`config.mk`:
```
export PLATFORM = sky130hd
export DESIGN_NAME = game_flow_ctrl
export DESIGN_NICKNAME = d
export VERILOG_FILES = /design/src/rtl/game_flow_ctrl.sv
export SDC_FILE = /design/constraint.sdc
export NUM_CORES = 1
export LEC_CHECK = 0
export ABC_AREA = 1
export CAP_MARGIN = 10
export CORE_ASPECT_RATIO = 1.25
export CORE_MARGIN = 2
export CORE_UTILIZATION = 65
export CTS_CLUSTER_DIAMETER = 60
export DETAILED_ROUTE_END_ITERATION = 8
export DONT_BUFFER_PORTS = 1
export MAX_ROUTING_LAYER = met4
export PLACE_DENSITY = 0.81
export SLEW_MARGIN = 25
export SYNTH_ARGS = -nofsm -noshare
export SYNTH_HDL_FRONTEND = slang
export SYNTH_SLANG_ARGS = --single-unit
```
`constraint.sdc`:
```
create_clock -name clk -period 4.57 [get_ports clk]
set_input_delay 0.457 -clock clk [delete_from_list [all_inputs] [get_ports clk]]
set_output_delay 0.457 -clock clk [all_outputs]
set_load 0.005 [all_outputs]
```
`src/rtl/game_flow_ctrl.sv`:
```
// Game-flow controller: level/lives tracking, timed interstitial screens, switch-combo restart.
// Optional lives counter and LIFE_LOST state are enabled by defining GAME_FLOW_LIVES_EN.
module game_flow_ctrl #(
    parameter int NUM_LEVELS    = 9,
    parameter int LIVES         = 3,
    parameter int SCREEN_CYCLES = 50_000_000,
    parameter int NUM_SW        = 4,
    localparam int LVL_W = (NUM_LEVELS > 2) ? $clog2(NUM_LEVELS) : 1,
    localparam int LIV_W = $clog2(LIVES + 1)
) (
    input  logic              clk,
    input  logic              reset_n,
    input  logic              start,
    input  logic              level_complete,
    input  logic              player_hit,
    input  logic [NUM_SW-1:0] switches,
    output logic [2:0]        state,
    output logic [LVL_W-1:0]  level,
    output logic [LIV_W-1:0]  lives,
    output logic              level_start
);

    localparam int TMR_W = (SCREEN_CYCLES > 2) ? $clog2(SCREEN_CYCLES) : 1;
    localparam logic [LVL_W-1:0] LAST_LVL  = LVL_W'(NUM_LEVELS - 1);
    localparam logic [TMR_W-1:0] TMR_LOAD  = TMR_W'(SCREEN_CYCLES - 1);
    localparam logic [LIV_W-1:0] LIV_INIT  = LIV_W'(LIVES);

    typedef enum logic [2:0] {
        S_IDLE        = 3'd0,
        S_PLAY        = 3'd1,
        S_LEVEL_CLEAR = 3'd2,
        S_LIFE_LOST   = 3'd3,
        S_GAME_OVER   = 3'd4,
        S_WIN         = 3'd5
    } state_t;

    state_t            state_q, state_nxt;
    logic [LVL_W-1:0]  level_q, level_nxt;
    logic [TMR_W-1:0]  timer_q, timer_nxt;
    logic              level_start_nxt;
    logic [NUM_SW-1:0] sw_s1, sw_s2;
    logic              combo, combo_q, restart;

    // Two-flop synchroniser plus a history flop so a held combo restarts only once.
    always_ff @(posedge clk or negedge reset_n) begin
        if (!reset_n) begin
            sw_s1   <= '0;
            sw_s2   <= '0;
            combo_q <= 1'b0;
        end else begin
            sw_s1   <= switches;
            sw_s2   <= sw_s1;
            combo_q <= combo;
        end
    end

    assign combo   = &sw_s2;
    assign restart = combo & ~combo_q;

`ifdef GAME_FLOW_LIVES_EN
    logic [LIV_W-1:0] lives_q, lives_nxt;
`endif

    always_ff @(posedge clk or negedge reset_n) begin
        if (!reset_n) begin
            state_q     <= S_IDLE;
            level_q     <= '0;
            timer_q     <= '0;
            level_start <= 1'b0;
`ifdef GAME_FLOW_LIVES_EN
            lives_q     <= LIV_INIT;
`endif
        end else begin
            state_q     <= state_nxt;
            level_q     <= level_nxt;
            timer_q     <= timer_nxt;
            level_start <= level_start_nxt;
`ifdef GAME_FLOW_LIVES_EN
            lives_q     <= lives_nxt;
`endif
        end
    end

    always_comb begin
        state_nxt = state_q;
        level_nxt = level_q;
        timer_nxt = timer_q;
`ifdef GAME_FLOW_LIVES_EN
        lives_nxt = lives_q;
`endif
        if (restart) begin
            state_nxt = S_IDLE;
            level_nxt = '0;
            timer_nxt = '0;
`ifdef GAME_FLOW_LIVES_EN
            lives_nxt = LIV_INIT;
`endif
        end else begin
            unique case (state_q)
                S_IDLE, S_GAME_OVER, S_WIN: begin
                    if (start) begin
                        state_nxt = S_PLAY;
                        level_nxt = '0;
`ifdef GAME_FLOW_LIVES_EN
                        lives_nxt = LIV_INIT;
`endif
                    end
                end
                S_PLAY: begin
                    if (level_complete) begin
                        if (level_q == LAST_LVL) begin
                            state_nxt = S_WIN;
                        end else begin
                            state_nxt = S_LEVEL_CLEAR;
                            timer_nxt = TMR_LOAD;
                        end
                    end else if (player_hit) begin
`ifdef GAME_FLOW_LIVES_EN
                        if (lives_q > LIV_W'(1)) begin
                            state_nxt = S_LIFE_LOST;
                            lives_nxt = lives_q - 1'b1;
                            timer_nxt = TMR_LOAD;
                        end else begin
                            state_nxt = S_GAME_OVER;
                            lives_nxt = '0;
                        end
`else
                        state_nxt = S_GAME_OVER;
`endif
                    end
                end
                S_LEVEL_CLEAR: begin
                    if (timer_q == '0) begin
                        state_nxt = S_PLAY;
                        if (level_q != LAST_LVL) level_nxt = level_q + 1'b1;
                    end else begin
                        timer_nxt = timer_q - 1'b1;
                    end
                end
                S_LIFE_LOST: begin
                    if (timer_q == '0) state_nxt = S_PLAY;
                    else               timer_nxt = timer_q - 1'b1;
                end
                default: state_nxt = S_IDLE;
            endcase
        end
    end

    // Pulse is registered, so it lands on the first cycle PLAY is visible.
    always_comb begin
        level_start_nxt = (state_nxt == S_PLAY) && (state_q != S_PLAY);
    end

    assign state = state_q;
    assign level = level_q;
`ifdef GAME_FLOW_LIVES_EN
    assign lives = lives_q;
`else
    assign lives = LIV_W'(1);
`endif

endmodule

```
---- Yosys cells after proc, flatten, opt, wreduce, memory -nomap -nowiden ----
Index checks and enable logic that the tools add are counted.
storage, ports and cells
  logic and storage cells ................. 53
  flip-flop bits (word level) ............. 43
  output and inout port bits .............. 10
operators by class
  add/sub/neg operators ................... 2
  multiplexer cells ....................... 17
  reduce and logical (&&, ||, !) cells .... 10
  equal/unequal tests ..................... 15
  bitwise operators ....................... 2
operator list
  operator                                                              number
  26-bit 2-to-1 mux                                                     4
  26-bit one-hot mux with 2 select lines                                1
  26-bit logical NOT                                                    1
  26-bit by 1-bit subtractor with 26-bit output, second input constant  1
  3-bit 2-to-1 mux                                                      6
  3-bit != test, second input constant                                  6
  4-bit 2-to-1 mux                                                      4
  4-bit AND reduction                                                   3
  3-bit one-hot mux with 3 select lines                                 1
  4-bit one-hot mux with 2 select lines                                 1
  3-bit by 1-bit == test with 1-bit output, second input constant       2
  3-bit by 2-bit == test with 1-bit output, second input constant       2
  3-bit == test, second input constant                                  2
  3-bit nonzero test                                                    2
  4-bit by 1-bit adder with 4-bit output, second input constant         1
  4-bit == test, second input constant                                  1
  4-bit != test, second input constant                                  1
  3-bit logical NOT                                                     1
  3-bit by 1-bit != test with 1-bit output, second input constant       1
  3-bit OR reduction                                                    1
  2-bit OR reduction                                                    1
  1-bit bitwise AND                                                     1
  1-bit logical AND                                                     1
  1-bit NOT                                                             1

---- Longest topological paths before layout ----
Gate-level depths: netlist of run 1.
  depth after elaboration ................. 7
  mapped depth ............................ 11

---- Worst setup path after synthesis of run 1 ----
Ideal clock, no wire load.
  kind .................................... register -> register
  from .................................... register timer_q[0]
  to ...................................... register timer_q[18]
  cell stages (with the launch flop) ...... 11
  path buffers ............................ 1
  setup slack ............................. 2.817 ns
  setup time .............................. 0.118 ns
  clock period less this slack ............ 1.753 ns
  arrival ................................. 1.635 ns
  path through ............................ dfrtp_1 inv_1 ha_1 nand2_4 nor2_8 nand2_4 o21ai_2 nand2_4 buf_6 nand3_1 nand2_1
between the ends
  longest elaborated chain between the ends .. 4
ends and longest elaborated chain
  item                                           RTL line  text
  start, declared                                39        logic [TMR_W-1:0] timer_q, timer_nxt;
  start signal, assigned                         76        timer_q <= timer_nxt;
  26-bit by 1-bit subtractor with 26-bit output  137, 142
  26-bit 2-to-1 mux                              133, 141
  26-bit one-hot mux with 2 select lines         99        unique case (state_q)
  26-bit 2-to-1 mux                              91        if (restart) begin
Parallel ways exist; a longest one is shown, timed or not. The select of a mux whose other input is x is not followed.
A chain may end at the register's enable or synchronous reset.

---- Worst setup path after layout of run 1 ----
  from .................................... register sw_s2[2]
  to ...................................... register timer_q[9]
between the ends
  longest elaborated chain between the ends .. 4
ends and longest elaborated chain
  item                                                                  RTL line  text
  start, declared                                                       41        logic [NUM_SW-1:0] sw_s1, sw_s2;
  start signal, assigned                                                52        sw_s2 <= sw_s1;
  4-bit AND reduction *                                                 57        assign combo = &sw_s2;
  via combo                                                             42        logic combo, combo_q, restart;
  1-bit bitwise AND *                                                   58        assign restart = combo & ~combo_q;
  3-bit != test (no line) / 3-bit nonzero test (equally long branches)  -
  4-bit AND reduction (no line)                                         -
Mark *: on every way through the listed nets, which the timed path passes. The rest lies on a longest branch.

==> run metrics, run 1 <==
Post-synth EDFFs 0; share of cells above drive strength 1 0.116; sequential area share after synthesis 0.392; Mapped Area 2740 sq um; Post-Syn Nets 385; antenna cells 0; drt via density 5.49; Final period util 0.543; H-tree Lvls 2; DRT iter0 DRCs 194; clk sinks 43; Yosys warnings 0; Min Hold Slack 0.174 ns; Detail Placement HPWL 3900 um; Worst-path clk slew 0.08 ns; Mean Syn Cell Area 7.36 sq um; DRT Wirelength 5590 um; RSZ-0062 raised after global routing no; count of different cell masters after synthesis 31; Setup TNS Final 0 ns; post-cts resize count 0; gp weighted congestion 0.927; die height 76.6 um; worst-case clock buffer depth 2; Worst-Skew Late Latency 0.31 ns; Slew Viols, Final 0; Setup Crit Path Kind flop to flop; PortBufs 0; TritonRoute pass-1 iters 4; Worst EP required 4.80 ns; CTS tree done; Leak 1.40 nW; Routed WL per cell 13.1 um; total gr overflow 0; pin count of the biggest net entering global routing 44; setup ws final 2.09 ns; global-route wire length before repair 9820 um; CTS buffer count 5; synthesized flop and latch total 43; Cells after Synth 373; Floorplan Core Area 4070 sq um; Worst Max-Slew Pin Slew 1.02 ns; post-layout util 0.694; ys async rst share 1.00; highest ir drop seen on vdd 370 uV; min Tclk post-route 2.48 ns; status finished clean; DRT antenna net count 0; worst hold path type input pin to flop; Max-slew headroom 0.320; Max-Cap Viols 0; I/O pin count 19; CP endpoint kind flop; drt drc 0; critical path data arrival time 2.72 ns; Rows 26; CTS Root Cell clkbuf_8; Layout area overhead 2.78%; DIE AREA 4760 sq um; initial antenna violation count 0; CP Launch Type flop; final net count 382; pre-CTS setup slack 2.15 ns; Die Width 62.1 um; critical path fanouts, max 34; Total GRT Usage 0.263; top_reg_cell synth dfrtp_1; maximum clock rate 403 MHz; vias in the first global route 2,228; Power Density 607 nW/um^2; Initial Util 0.675; Final Hold Vio Count 0; total number of vias 2,345; Fin Clk Skew 0.0114 ns; final setup fails 0
per-stage QoR:
step,power [mW],cells,cell area [sq um]
2_1_floorplan,1.38,373,2740
3_5_place_dp,1.45,417,2700
4_1_cts,1.71,427,2820
6_report,1.71,427,2820
3_3_place_gp,1.43,417,2700
5_1_grt,1.87,427,2820
synthesized netlist by cell type, types with 7 or more instances:
cell | count | area [sq um]
a21oi_1 | 7 | 35.0
dfrtp_1 | 43 | 1080
inv_1 | 43 | 161
nand2_1 | 97 | 364
nand2_2 | 8 | 50.1
nand3_1 | 46 | 230
nand4_1 | 11 | 68.8
nor2_1 | 46 | 173
o21ai_0 | 11 | 55.1
o21ai_2 | 13 | 114
metal layers:
metal / track usage / part of all wire
met5: - / 0
met4: 0.104 / 0.022
met2: 0.448 / 0.50
met3: 0.0399 / 0.045
met1: 0.313 / 0.43
state kept, by name, indices dropped and copies added, names as in the netlist:
name,flops
sw_s1,4
timer_q,26
state,3
combo_q,1
level,4
sw_s2,4
level_start,1
cells in the final DEF (no fill, tap or decap), types with 5 or more instances in the layout:
cell type and count:
nand2_1 97, nor2_1 46, nand3_1 46, inv_1 43, dfrtp_1 43, o21ai_2 13, o21ai_0 11, nand4_1 11
nand2_2 8, a21oi_1 7, clkbuf_8 5
logic make-up (layout without fill, tap and decap cells):
| kind of cell | count (synthesis) | count (layout) | share of synthesized area |
|---|---|---|---|
| and+or+nand+nor | 227 | 227 | 0.384 |
| adders and majority gates | 3 | 3 | 0.0137 |
| AOI/OAI and AO/OA | 38 | 38 | 0.0903 |
| xor gates and xnor gates | 4 | 4 | 0.0128 |
| buffers and inverters | 56 | 54 | 0.104 |
| DFF | 43 | 43 | 0.392 |
| other | 2 | 2 | 0.00274 |
worst max-delay path, cell delays in order (launching register included):
cell	delay (ns)
dfrtp_1	0.38
nand2_1	0.08
nor3_2	0.04
nand2_1	0.73
inv_1	0.22
nor2_1	0.24
nand2_4	0.27
inv_6	0.27
nand2_1	0.10
o21ai_2	0.07
power breakdown:
part	internal [mW]	switching, mW
Sequential	0.495	0.149
Clock	0.109	0.146
Combinational	0.263	0.549
area by class of cell:
class	instances	area (sq um)
Inverter	44	170
Clock inverter	3	23.8
Fill cell	348	1250
Multi-Input combinational cell	274	1380
Sequential cell	43	1080
Clock buffer	5	68.8
Tap cell	56	70.1
Timing Repair Buffer	2	30.0
final timing paths:
| kind | startpoint | endpoint | slack (ns) | cells after the start |
|---|---|---|---|---|
| max | sw_s2[2]$_DFF_PN0_ | timer_q[9]$_DFFE_PN0P_ | 2.09 | 9 |
| min | switches[3] | sw_s1[3]$_DFF_PN0_ | 0.17 | 0 |
| max reg2reg | sw_s2[2]$_DFF_PN0_ | timer_q[9]$_DFFE_PN0P_ | 2.09 | 9 |
| min reg2reg | sw_s1[1]$_DFF_PN0_ | sw_s2[1]$_DFF_PN0_ | 0.35 | 0 |
| max in group asynchronous | reset_n | timer_q[21]$_DFFE_PN0P_ | 3.75 | 2 |
| min in group asynchronous | reset_n | timer_q[6]$_DFFE_PN0P_ | 0.60 | 2 |
timing repair:
action,CTS,global route
buffers inserted,0,0
hold buffers,2,0
endpoints found under the hold margin,43,0
Note: power is estimated with default switching activity, not from simulation.
==> run 2, diff against run 1 <==
Settings changed: CORE_UTILIZATION 65 to 57, PLACE_DENSITY 0.81 to 0.75.
Clock period 4.57 ns to 2.25 ns, I/O delays scaled along.
==> run 2 against run 1 <==
  * Cell count grew 2.8%
  * Final area grew 3.2%
  * Power grew 110%
  * Register-to-register slack lost 1.9 ns
  * Worst hold slack lost 0.036 ns
  * Sequential power grew 100%
  * Combinational power grew 110%
  * Clock skew shrank 0.0062 ns
  * Via count shrank 1.0%
  * Critical endpoint is now timer_q[15]$_DFFE_PN0P_
  * Clock power grew 100%
  * First-iteration DRC count shrank 31%
  * Sequential cell count is the same
==> run metrics, run 2 (synthesis results as in run 1) <==
setup slack, reg-to-reg 0.21 ns (was 2.09 ns); Total GRT Usage 0.243 (was 0.263); Min Hold Slack 0.138 ns (was 0.174 ns); clk sinks 43 (unchanged); DRT iter0 DRCs 134 (was 194); CP bufs+invs 2 (unchanged); DIE AREA 5390 sq um (was 4760 sq um); final setup fails 0 (unchanged); post-cts resize count 0 (unchanged); most frequent cells in the layout nand2_1, nor2_1, nand3_1 (unchanged); DRT Wirelength 5540 um (was 5590 um); Layout area overhead 6.06% (was 2.78%); Post-CTS Setup Bufs 0 (unchanged); Setup Crit Path Kind flop to flop (unchanged); total gr overflow 0 (unchanged); Floorplan Core Area 4690 sq um (was 4070 sq um); Fin Clk Skew 0.00520 ns (was 0.0114 ns); PortBufs 0 (unchanged); Die Width 66.1 um (was 62.1 um); H-tree Lvls 2 (unchanged); critical path's slowest cell dfrtp_1 (was nand2_1); Power Density 1210 nW/um^2 (was 607 nW/um^2); Leak 1.45 nW (was 1.40 nW); maximum clock rate 490 MHz (was 403 MHz); DRT antenna net count 0 (unchanged); final net count 390 (was 382); drt drc 0 (unchanged); vias in the first global route 2,276 (was 2,228); Layout fillers 438 (was 348); min Tclk post-route 2.04 ns (was 2.48 ns); crit-path max cell delay 0.40 ns (was 0.73 ns); Worst-path clk slew 0.09 ns (was 0.08 ns); Slew Viols, Final 0 (unchanged); Max-Cap Viols 0 (unchanged); pin count of the biggest net entering global routing 44 (unchanged); commonest non-fill, non-tap cell in the layout nand2_1 (unchanged); Worst-Skew Late Latency 0.29 ns (was 0.31 ns); Final period util 0.907 (was 0.543); Post-CTS Hold Fix Bufs 6 (was 2); antenna cells 0 (unchanged); register with the most flip-flops timer_q (unchanged); RSZ-0062 raised after global routing no (unchanged); CP Launch Type flop (unchanged); status finished clean (unchanged); max reg flops 26 (unchanged); global-route wire length before repair 9830 um (was 9820 um); crit-path cells inv_1 -> ha_1 -> nand2_4 -> nor2_8 -> nand2_4 -> o21ai_2 -> nand2_4 -> buf_12 -> nand3_1 -> o21ai_2 (was nand2_1 -> nor3_2 -> nand2_1 -> inv_1 -> nor2_1 -> nand2_4 -> inv_6 -> nand2_1 -> o21ai_2); Setup TNS Final 0 ns (unchanged); Final Hold Vio Count 0 (unchanged); CTS buffer count 5 (unchanged); worst hold path type input pin to flop (unchanged); setup ws final 0.208 ns (was 2.09 ns); drt via density 5.29 (was 5.49); Initial Util 0.584 (was 0.675); most frequent CP cell nand2_4 (was nand2_1); TritonRoute pass-1 iters 4 (unchanged); total number of vias 2,321 (was 2,345); pre-CTS setup slack 0.206 ns (was 2.15 ns); CTS tree done (unchanged); critical path fanouts, max 21 (was 34); gp weighted congestion 0.897 (was 0.927); Routed WL per cell 12.6 um (was 13.1 um); CP top delay family simple AND/OR/NAND/NOR gates (unchanged); initial antenna violation count 0 (unchanged); highest ir drop seen on vdd 809 uV (was 370 uV); I/O pin count 19 (unchanged); CP endpoint kind flop (unchanged); Rows 28 (was 26); CTS Root Cell clkbuf_8 (unchanged); share of cells above drive strength 1 0.124 (was 0.116); Detail Placement HPWL 4210 um (was 3900 um); Worst EP required 2.44 ns (was 4.80 ns); worst-case clock buffer depth 2 (unchanged); die height 81.6 um (was 76.6 um); critical path data arrival time 2.23 ns (was 2.72 ns)
## run 2: changes by cell type in the layout (fill, tap and decap cells not counted), sizes merged
cell and change:
buf +4, clkinvlp -2, clkinv +1, dlygate4sd3 +4, inv +1
## run 2: final cells by class
cell class              count  area, sq um  area share
well taps                  60         75.1      0.0258
clock buffers               5         68.8      0.0236
multi-input cells         274         1380       0.475
flip-flops and latches     43         1080       0.370
inverters                  44          170      0.0585
clock inverters             3         26.3     0.00903
repair buffers             10          113      0.0387
## run 2: tightest hold or removal path, delay by kind of cell
family / cells / cell delay, ns
compound gates: 1 / 0.06
simple gates: 2 / 0.11
## run 2: metrics by stage
stage	cell area [sq um]	cells	total power, mW	util
floorplan	2740	373	2.80	-
global placement	2750	425	2.97	0.585
detailed placement	2750	425	3.02	0.585
CTS	2910	439	3.57	0.620
global route	2910	439	3.90	0.620
finish	2910	439	3.53	0.620
## run 2: metal layers
metal / track usage / routed length [um]
met2: 0.448 / 2890
met1: 0.275 / 2400
met4: 0.0714 / 74
met5: - / 0
met3: 0.0315 / 176
## run 2: report_power, final
group          internal [mW]  total [mW]  leakage [nW]  switching (mW)
Clock                  0.228       0.513        0.0491           0.285
Combinational          0.597        1.71         0.868            1.12
Sequential              1.01        1.30         0.530           0.296
Total                   1.83        3.53          1.45            1.70
## run 2: worst paths after layout
path / to / cells after the start / start
min reg2reg: sw_s2[1]$_DFF_PN0_ / 0 / sw_s1[1]$_DFF_PN0_
max: timer_q[15]$_DFFE_PN0P_ / 10 / timer_q[0]$_DFFE_PN0P_
max in group asynchronous: level[2]$_DFFE_PN0P_ / 2 / reset_n
min in group asynchronous: timer_q[21]$_DFFE_PN0P_ / 2 / reset_n
max reg2reg: timer_q[15]$_DFFE_PN0P_ / 10 / timer_q[0]$_DFFE_PN0P_
min: state[2]$_DFF_PN0_ / 3 / start
